## src/rtl/vid_meas_pkg.sv

```systemverilog
// Shared types and constants for the video stream measurement block.
package vid_meas_pkg;

    // Receiver state: hunting for blanking after reset, waiting for a frame, inside a frame
    typedef enum logic [1:0] {
        S_SYNC,
        S_VBLANK,
        S_FRAME
    } state_t;

    // Bit positions inside the sticky error vector
    localparam int ERR_LINE_LEN = 0;
    localparam int ERR_DE_BLANK = 1;
    localparam int ERR_OVF      = 2;
    localparam int ERR_WIDTH    = 3;

    // Checksum accumulator width
    localparam int CSUM_WIDTH = 32;

endpackage

```

## src/rtl/vid_sync_edge.sv

```systemverilog
// Registers hs/vs and derives the edges the frame checker acts on.
// Previous values reset to 1 so a stream starting in blanking or active
// does not produce a false rising edge on the first cycle.
module vid_sync_edge (
    input  logic clk,
    input  logic rst,
    input  logic hs,
    input  logic vs,
    output logic hs_rise,
    output logic vs_rise,
    output logic vs_fall
);

    logic [1:0] sig_now;
    logic [1:0] prev_reg;
    logic [1:0] rise;

    assign sig_now = {vs, hs};

    genvar gi;
    generate
        for (gi = 0; gi < 2; gi++) begin : g_edge
            // Hold last sampled level of each sync signal
            always_ff @(posedge clk) begin
                if (rst) begin
                    prev_reg[gi] <= 1'b1;
                end else begin
                    prev_reg[gi] <= sig_now[gi];
                end
            end

            assign rise[gi] = sig_now[gi] & ~prev_reg[gi];
        end
    endgenerate

    assign hs_rise = rise[0];
    assign vs_rise = rise[1];
    assign vs_fall = ~vs & prev_reg[1];

endmodule

```

## src/rtl/vid_stream_meas.sv

```systemverilog
// Frame-level checker for a de/hs/vs pixel stream: measures width and
// height, accumulates a checksum, flags protocol errors and reports the
// results once per frame with a single-cycle frame_done_o pulse.
module vid_stream_meas
    import vid_meas_pkg::*;
#(
    parameter int PIXEL_WIDTH    = 10,
    parameter int LINE_SIZE_MAX  = 4096,
    parameter int FRAME_LINE_MAX = 4096
) (
    input  logic                                  clk,
    input  logic                                  rst,
    input  logic [PIXEL_WIDTH*3-1:0]              di_i,
    input  logic                                  de_i,
    input  logic                                  hs_i,
    input  logic                                  vs_i,
    output logic [$clog2(LINE_SIZE_MAX+1)-1:0]    width_o,
    output logic [$clog2(FRAME_LINE_MAX+1)-1:0]   height_o,
    output logic [CSUM_WIDTH-1:0]                 csum_o,
    output logic [ERR_WIDTH-1:0]                  err_o,
    output logic [15:0]                           frame_cnt_o,
    output logic                                  frame_done_o
);

    localparam int WCNT = $clog2(LINE_SIZE_MAX + 1);
    localparam int HCNT = $clog2(FRAME_LINE_MAX + 1);
    localparam logic [WCNT-1:0] PIX_MAX  = WCNT'(LINE_SIZE_MAX);
    localparam logic [HCNT-1:0] LINE_MAX = HCNT'(FRAME_LINE_MAX);

    logic hs_rise;
    logic vs_rise;
    logic vs_fall;

    vid_sync_edge u_edge (
        .clk     (clk),
        .rst     (rst),
        .hs      (hs_i),
        .vs      (vs_i),
        .hs_rise (hs_rise),
        .vs_rise (vs_rise),
        .vs_fall (vs_fall)
    );

    state_t                 state_reg;
    logic [WCNT-1:0]        pix_cnt_reg;
    logic [HCNT-1:0]        line_cnt_reg;
    logic [WCNT-1:0]        ref_w_reg;
    logic [CSUM_WIDTH-1:0]  csum_reg;
    logic [ERR_WIDTH-1:0]   err_reg;
    logic                   de_pend_reg;
    logic                   report_pend_reg;
    logic [WCNT-1:0]        width_reg;
    logic [HCNT-1:0]        height_reg;
    logic [CSUM_WIDTH-1:0]  csum_out_reg;
    logic [ERR_WIDTH-1:0]   err_out_reg;
    logic [15:0]            frame_cnt_reg;
    logic                   frame_done_reg;

    logic in_frame;
    logic pix_accept;
    logic de_blank;
    logic line_close;

    // Classify the current cycle inside a frame
    assign in_frame   = (state_reg == S_FRAME);
    assign pix_accept = in_frame && de_i && !hs_i && vs_i;
    assign de_blank   = in_frame && de_i && (hs_i || !vs_i);
    // A line closes once, whether by hs rising, vs falling, or both together
    assign line_close = in_frame && (pix_cnt_reg != '0) && (hs_rise || vs_fall);

    // Frame FSM, per-frame counters and registered result outputs
    always_ff @(posedge clk) begin
        if (rst) begin
            state_reg       <= S_SYNC;
            pix_cnt_reg     <= '0;
            line_cnt_reg    <= '0;
            ref_w_reg       <= '0;
            csum_reg        <= '0;
            err_reg         <= '0;
            de_pend_reg     <= 1'b0;
            report_pend_reg <= 1'b0;
            width_reg       <= '0;
            height_reg      <= '0;
            csum_out_reg    <= '0;
            err_out_reg     <= '0;
            frame_cnt_reg   <= '0;
            frame_done_reg  <= 1'b0;
        end else begin
            frame_done_reg <= 1'b0;

            // Publish the frame closed on the previous cycle
            if (report_pend_reg) begin
                width_reg       <= ref_w_reg;
                height_reg      <= line_cnt_reg;
                csum_out_reg    <= csum_reg;
                err_out_reg     <= err_reg;
                frame_cnt_reg   <= frame_cnt_reg + 16'd1;
                frame_done_reg  <= 1'b1;
                report_pend_reg <= 1'b0;
            end

            case (state_reg)
                S_SYNC: begin
                    if (!vs_i) begin
                        state_reg <= S_VBLANK;
                    end
                end

                S_VBLANK: begin
                    if (vs_rise) begin
                        pix_cnt_reg               <= '0;
                        line_cnt_reg              <= '0;
                        ref_w_reg                 <= '0;
                        csum_reg                  <= '0;
                        err_reg                   <= '0;
                        // de seen during blanking is charged to the frame that follows
                        err_reg[ERR_DE_BLANK]     <= de_pend_reg | de_i;
                        de_pend_reg               <= 1'b0;
                        state_reg                 <= S_FRAME;
                    end else if (de_i) begin
                        de_pend_reg <= 1'b1;
                    end
                end

                S_FRAME: begin
                    if (pix_accept) begin
                        csum_reg <= csum_reg + CSUM_WIDTH'(di_i);
                        if (pix_cnt_reg == PIX_MAX) begin
                            err_reg[ERR_OVF] <= 1'b1;
                        end else begin
                            pix_cnt_reg <= pix_cnt_reg + 1'b1;
                        end
                    end

                    if (de_blank) begin
                        err_reg[ERR_DE_BLANK] <= 1'b1;
                    end

                    if (line_close) begin
                        if (line_cnt_reg == LINE_MAX) begin
                            err_reg[ERR_OVF] <= 1'b1;
                        end else begin
                            line_cnt_reg <= line_cnt_reg + 1'b1;
                        end
                        // First counted line defines the reference width
                        if (line_cnt_reg == '0) begin
                            ref_w_reg <= pix_cnt_reg;
                        end else if (pix_cnt_reg != ref_w_reg) begin
                            err_reg[ERR_LINE_LEN] <= 1'b1;
                        end
                        pix_cnt_reg <= '0;
                    end

                    if (vs_fall) begin
                        report_pend_reg <= 1'b1;
                        state_reg       <= S_VBLANK;
                    end
                end

                default: begin
                    state_reg <= S_SYNC;
                end
            endcase
        end
    end

    assign width_o      = width_reg;
    assign height_o     = height_reg;
    assign csum_o       = csum_out_reg;
    assign err_o        = err_out_reg;
    assign frame_cnt_o  = frame_cnt_reg;
    assign frame_done_o = frame_done_reg;

endmodule

```

## config.mk

```make
export PLATFORM = sky130hd
export DESIGN_NAME = vid_stream_meas
export DESIGN_NICKNAME = d
export VERILOG_FILES = /design/src/rtl/vid_meas_pkg.sv /design/src/rtl/vid_sync_edge.sv /design/src/rtl/vid_stream_meas.sv
export SDC_FILE = /design/constraint.sdc
export NUM_CORES = 1
export LEC_CHECK = 0
export CORE_ASPECT_RATIO = 2
export CORE_UTILIZATION = 50
export CTS_CLUSTER_SIZE = 40
export DETAILED_ROUTE_END_ITERATION = 7
export GPL_TIMING_DRIVEN = 0
export PLACE_DENSITY = 0.77
export SYNTH_ARGS = -nofsm -noshare
export SYNTH_HDL_FRONTEND = slang
export SYNTH_SLANG_ARGS = --single-unit
```

## constraint.sdc

```tcl
create_clock -name clk -period 2.2 [get_ports clk]
set_clock_uncertainty 0.05 [all_clocks]
set_input_delay 0.33 -clock clk [delete_from_list [all_inputs] [get_ports clk]]
set_output_delay 0.33 -clock clk [all_outputs]
set_load 0.02 [all_outputs]
```

==> results.toml <==
[die]
rows = 64
fp.dieW_um = 90.6
num_io_pins = 113
die-area_um2 = 16200
die_y_um = 179
core_um2 = 15300
start_util_pct = 51.3

[power_and_ir_drop]
pwr-share-seq_pct = 45.7
comb_power_share_pct = 6.0
p_per_area_nw_per_um2 = 593
irDropWorstVdd_v = 0.000550
swShare_pct = 23.1
total_power_w = 0.00629
p_leak_nw = 3.92
switchingPower_w = 0.00145
p_int_w = 0.00483
clock_power_share_pct = 48.4

[setup_path]
worst_setup_path_start_kind = "register"
worstSetupPathType = "register to register"
critical_path.cell_chain = "ha_4, inv_2, fa_2, and2b_2, o211ai_1, a21boi_2, a41o_2, o21ai_4, a21o_1, a32o_1"
critPathBufInv = 1
cp_top_family = "compound AO/OA/AOI/OAI gates"
crit_slowest_cell = "dfxtp_2"
max_stage_delay_ps = 350
crit_path_end_kind = "register"
worstPathMaxFanout = 3
crit_required_ps = 2470
critPathArrivalTime_ps = 2620

[timing]
rsz0062_at_grt = "true"
fmax_mhz = 425
tightest_slew_ps = 834
fin_crit_sh_pct = 107
slew_violations = 0
layout_setup_ws_ps = -151
fin_crit_ps = 2350
hold_viol = 0
setup_viol = 18
hold_slack_ps = 267
relSlewSlack_pct = 44.4

[synth]
synthArstFlopShare_pct = 0
syn-cell-area_um2 = 7840
yosysUniqueCellTypes = 71
synth.largest_area_cell = "dfxtp_1"
yosys-top-cells-area = "dfxtp_1, mux2i_1, nor2_1"
avgSynthCellArea_um2 = 8.60
synth_flop_cell = "dfxtp_1"
synth-edff-count = 0
synth_top_area_share_pct = 40.3
ys_seq_area_share_pct = 40.3
syn_inst = 912
ys_warn_count = 0
syn_nets = 983
synth_seq_cells = 158

[status]
outcome = "complete, but fails checks"
violations = "negative setup slack"

[final_layout]
fillers = 1193
layout_commonest_cell = "dfxtp_1"
layout_common_cells = "dfxtp_1, nor2_1, clkdlybuf4s50_1, nand2_1, mux2i_1"
regArea_um2 = 3180
drive_gt1_share_pct = 16.0
area_growth_syn_to_layout_pct = 35.2
nets = 1141
n_antenna_cell = 0
multi_input_comb_area_um2 = 4910

[grt]
grt_use_total_pct = 28.2
grt.overflow.total = 0
grt_pass1_wl_mm = 35.8
grt_pass1_vias = 7276
grt_max_degree = 17
antenna_found_initial = 0

[drt]
firstDrtPassIters = 7
ant_nets = 0
dr_total_vias = 7443
routed_wl_mm = 23.2
vias_per_cell = 5.81
drt_iter0_markers = 366
wl_per_cell_um = 18.1
drc = 0

[clocking]
numCtsBuffers = 17
clock-root-buffer = "clkbuf_16"
cts_hold_buf = 0
cts.clk_slew.worst_paths_ps = 60
cts_tree = "done"
numClockSinks = 158
cts_buffer_depth = 2
cts_max_level = 4
clock_latency_ps = 430

[placed_design]
hpwl_mm = 16.7
io_buffers = 111
pre_cts_ws_ps = -926
globalplace.congestion = 0.984

[job]
drv_cap = 0

[worst_hold_path]
hp-class = "primary input to register"
[per-stage QoR]
stage / instance area, um^2 / std cells / TNS, ps / util (%)
after floorplan: 7900 / 912 / -23.2 / -
after global placement: 9260 / 1221 / -30800 / 60.6
after detailed placement: 9260 / 1221 / -31730 / 60.6
final: 10600 / 1280 / -1060 / 69.3
after global routing: 10600 / 1280 / -2500 / 69.3
after CTS: 10200 / 1269 / -1370 / 66.9
[cells in the mapped netlist (10+ instances only)]
master,n
nor3_1,21
dfxtp_1,158
nor2_1,134
inv_1,21
nand2_1,72
nand3_1,39
mux2i_1,62
a31oi_1,10
xor2_1,37
a21oi_1,70
o21ai_0,38
a21o_1,10
ha_1,35
xnor2_1,29
and3_1,10
nand4_1,21
clkbuf_1,30
[power groups by stage]
stage                     Clock (W)  Sequential [W]  Combinational (W)
after floorplan                   0         0.00294           0.000184
after global placement            0         0.00294           0.000322
after detailed placement          0         0.00294           0.000324
after CTS                   0.00307         0.00287           0.000341
after global routing        0.00320         0.00287           0.000398
final                       0.00304         0.00287           0.000375
[worst register-to-register path: stages (launching register included)]
cell      delay (ps)
dfxtp_2          350
ha_4             140
inv_2             30
fa_2             330
and2b_2          240
o211ai_1         100
a21boi_2         220
a41o_2           300
o21ai_4           80
a21o_1           170
a32o_1           240
[metal layers]
layer,routed length [um],global-route usage [%],vias up
li1,-,-,3521
met2,12800,55.5,275
met5,0,0,-
met4,1530,19.5,0
met3,909,4.28,106
met1,8020,26.1,3541
[final timing paths]
path,startpoint,to,slack (ps),cells after the start
max,csum_reg[0],csum_reg[22],-150,10
min,vs_i,u_edge.prev_reg[1],270,2
max reg2reg,csum_reg[0],csum_reg[22],-150,10
min reg2reg,err_reg[0],err_reg[0],430,2
[layout make-up]
class	count	area share (%)
inverter	21	0.743
tap	198	2.34
clock inverter	13	1.56
buffer	39	1.96
sequential	158	30.0
timing repair buffer	144	12.9
clock buffer	18	4.14
multi-input combinational	689	46.3
[cells by family after synthesis]
logic type,after synthesis,synth area share (%)
and+or+nand+nor,343,20.2
AOI/OAI and AO/OA,182,14.7
DFF,158,40.3
xor gates and xnor gates,66,7.37
buffers and inverters,65,3.54
muxes,62,7.91
adders and majority gates,36,5.84
[timing repair]
action                     CTS  global route
setup endpoints to repair   73            74
setup buffers               18            15
gates resized for setup     74            63
pin swaps                   21            25
Power figures use the tool's default switching activity.
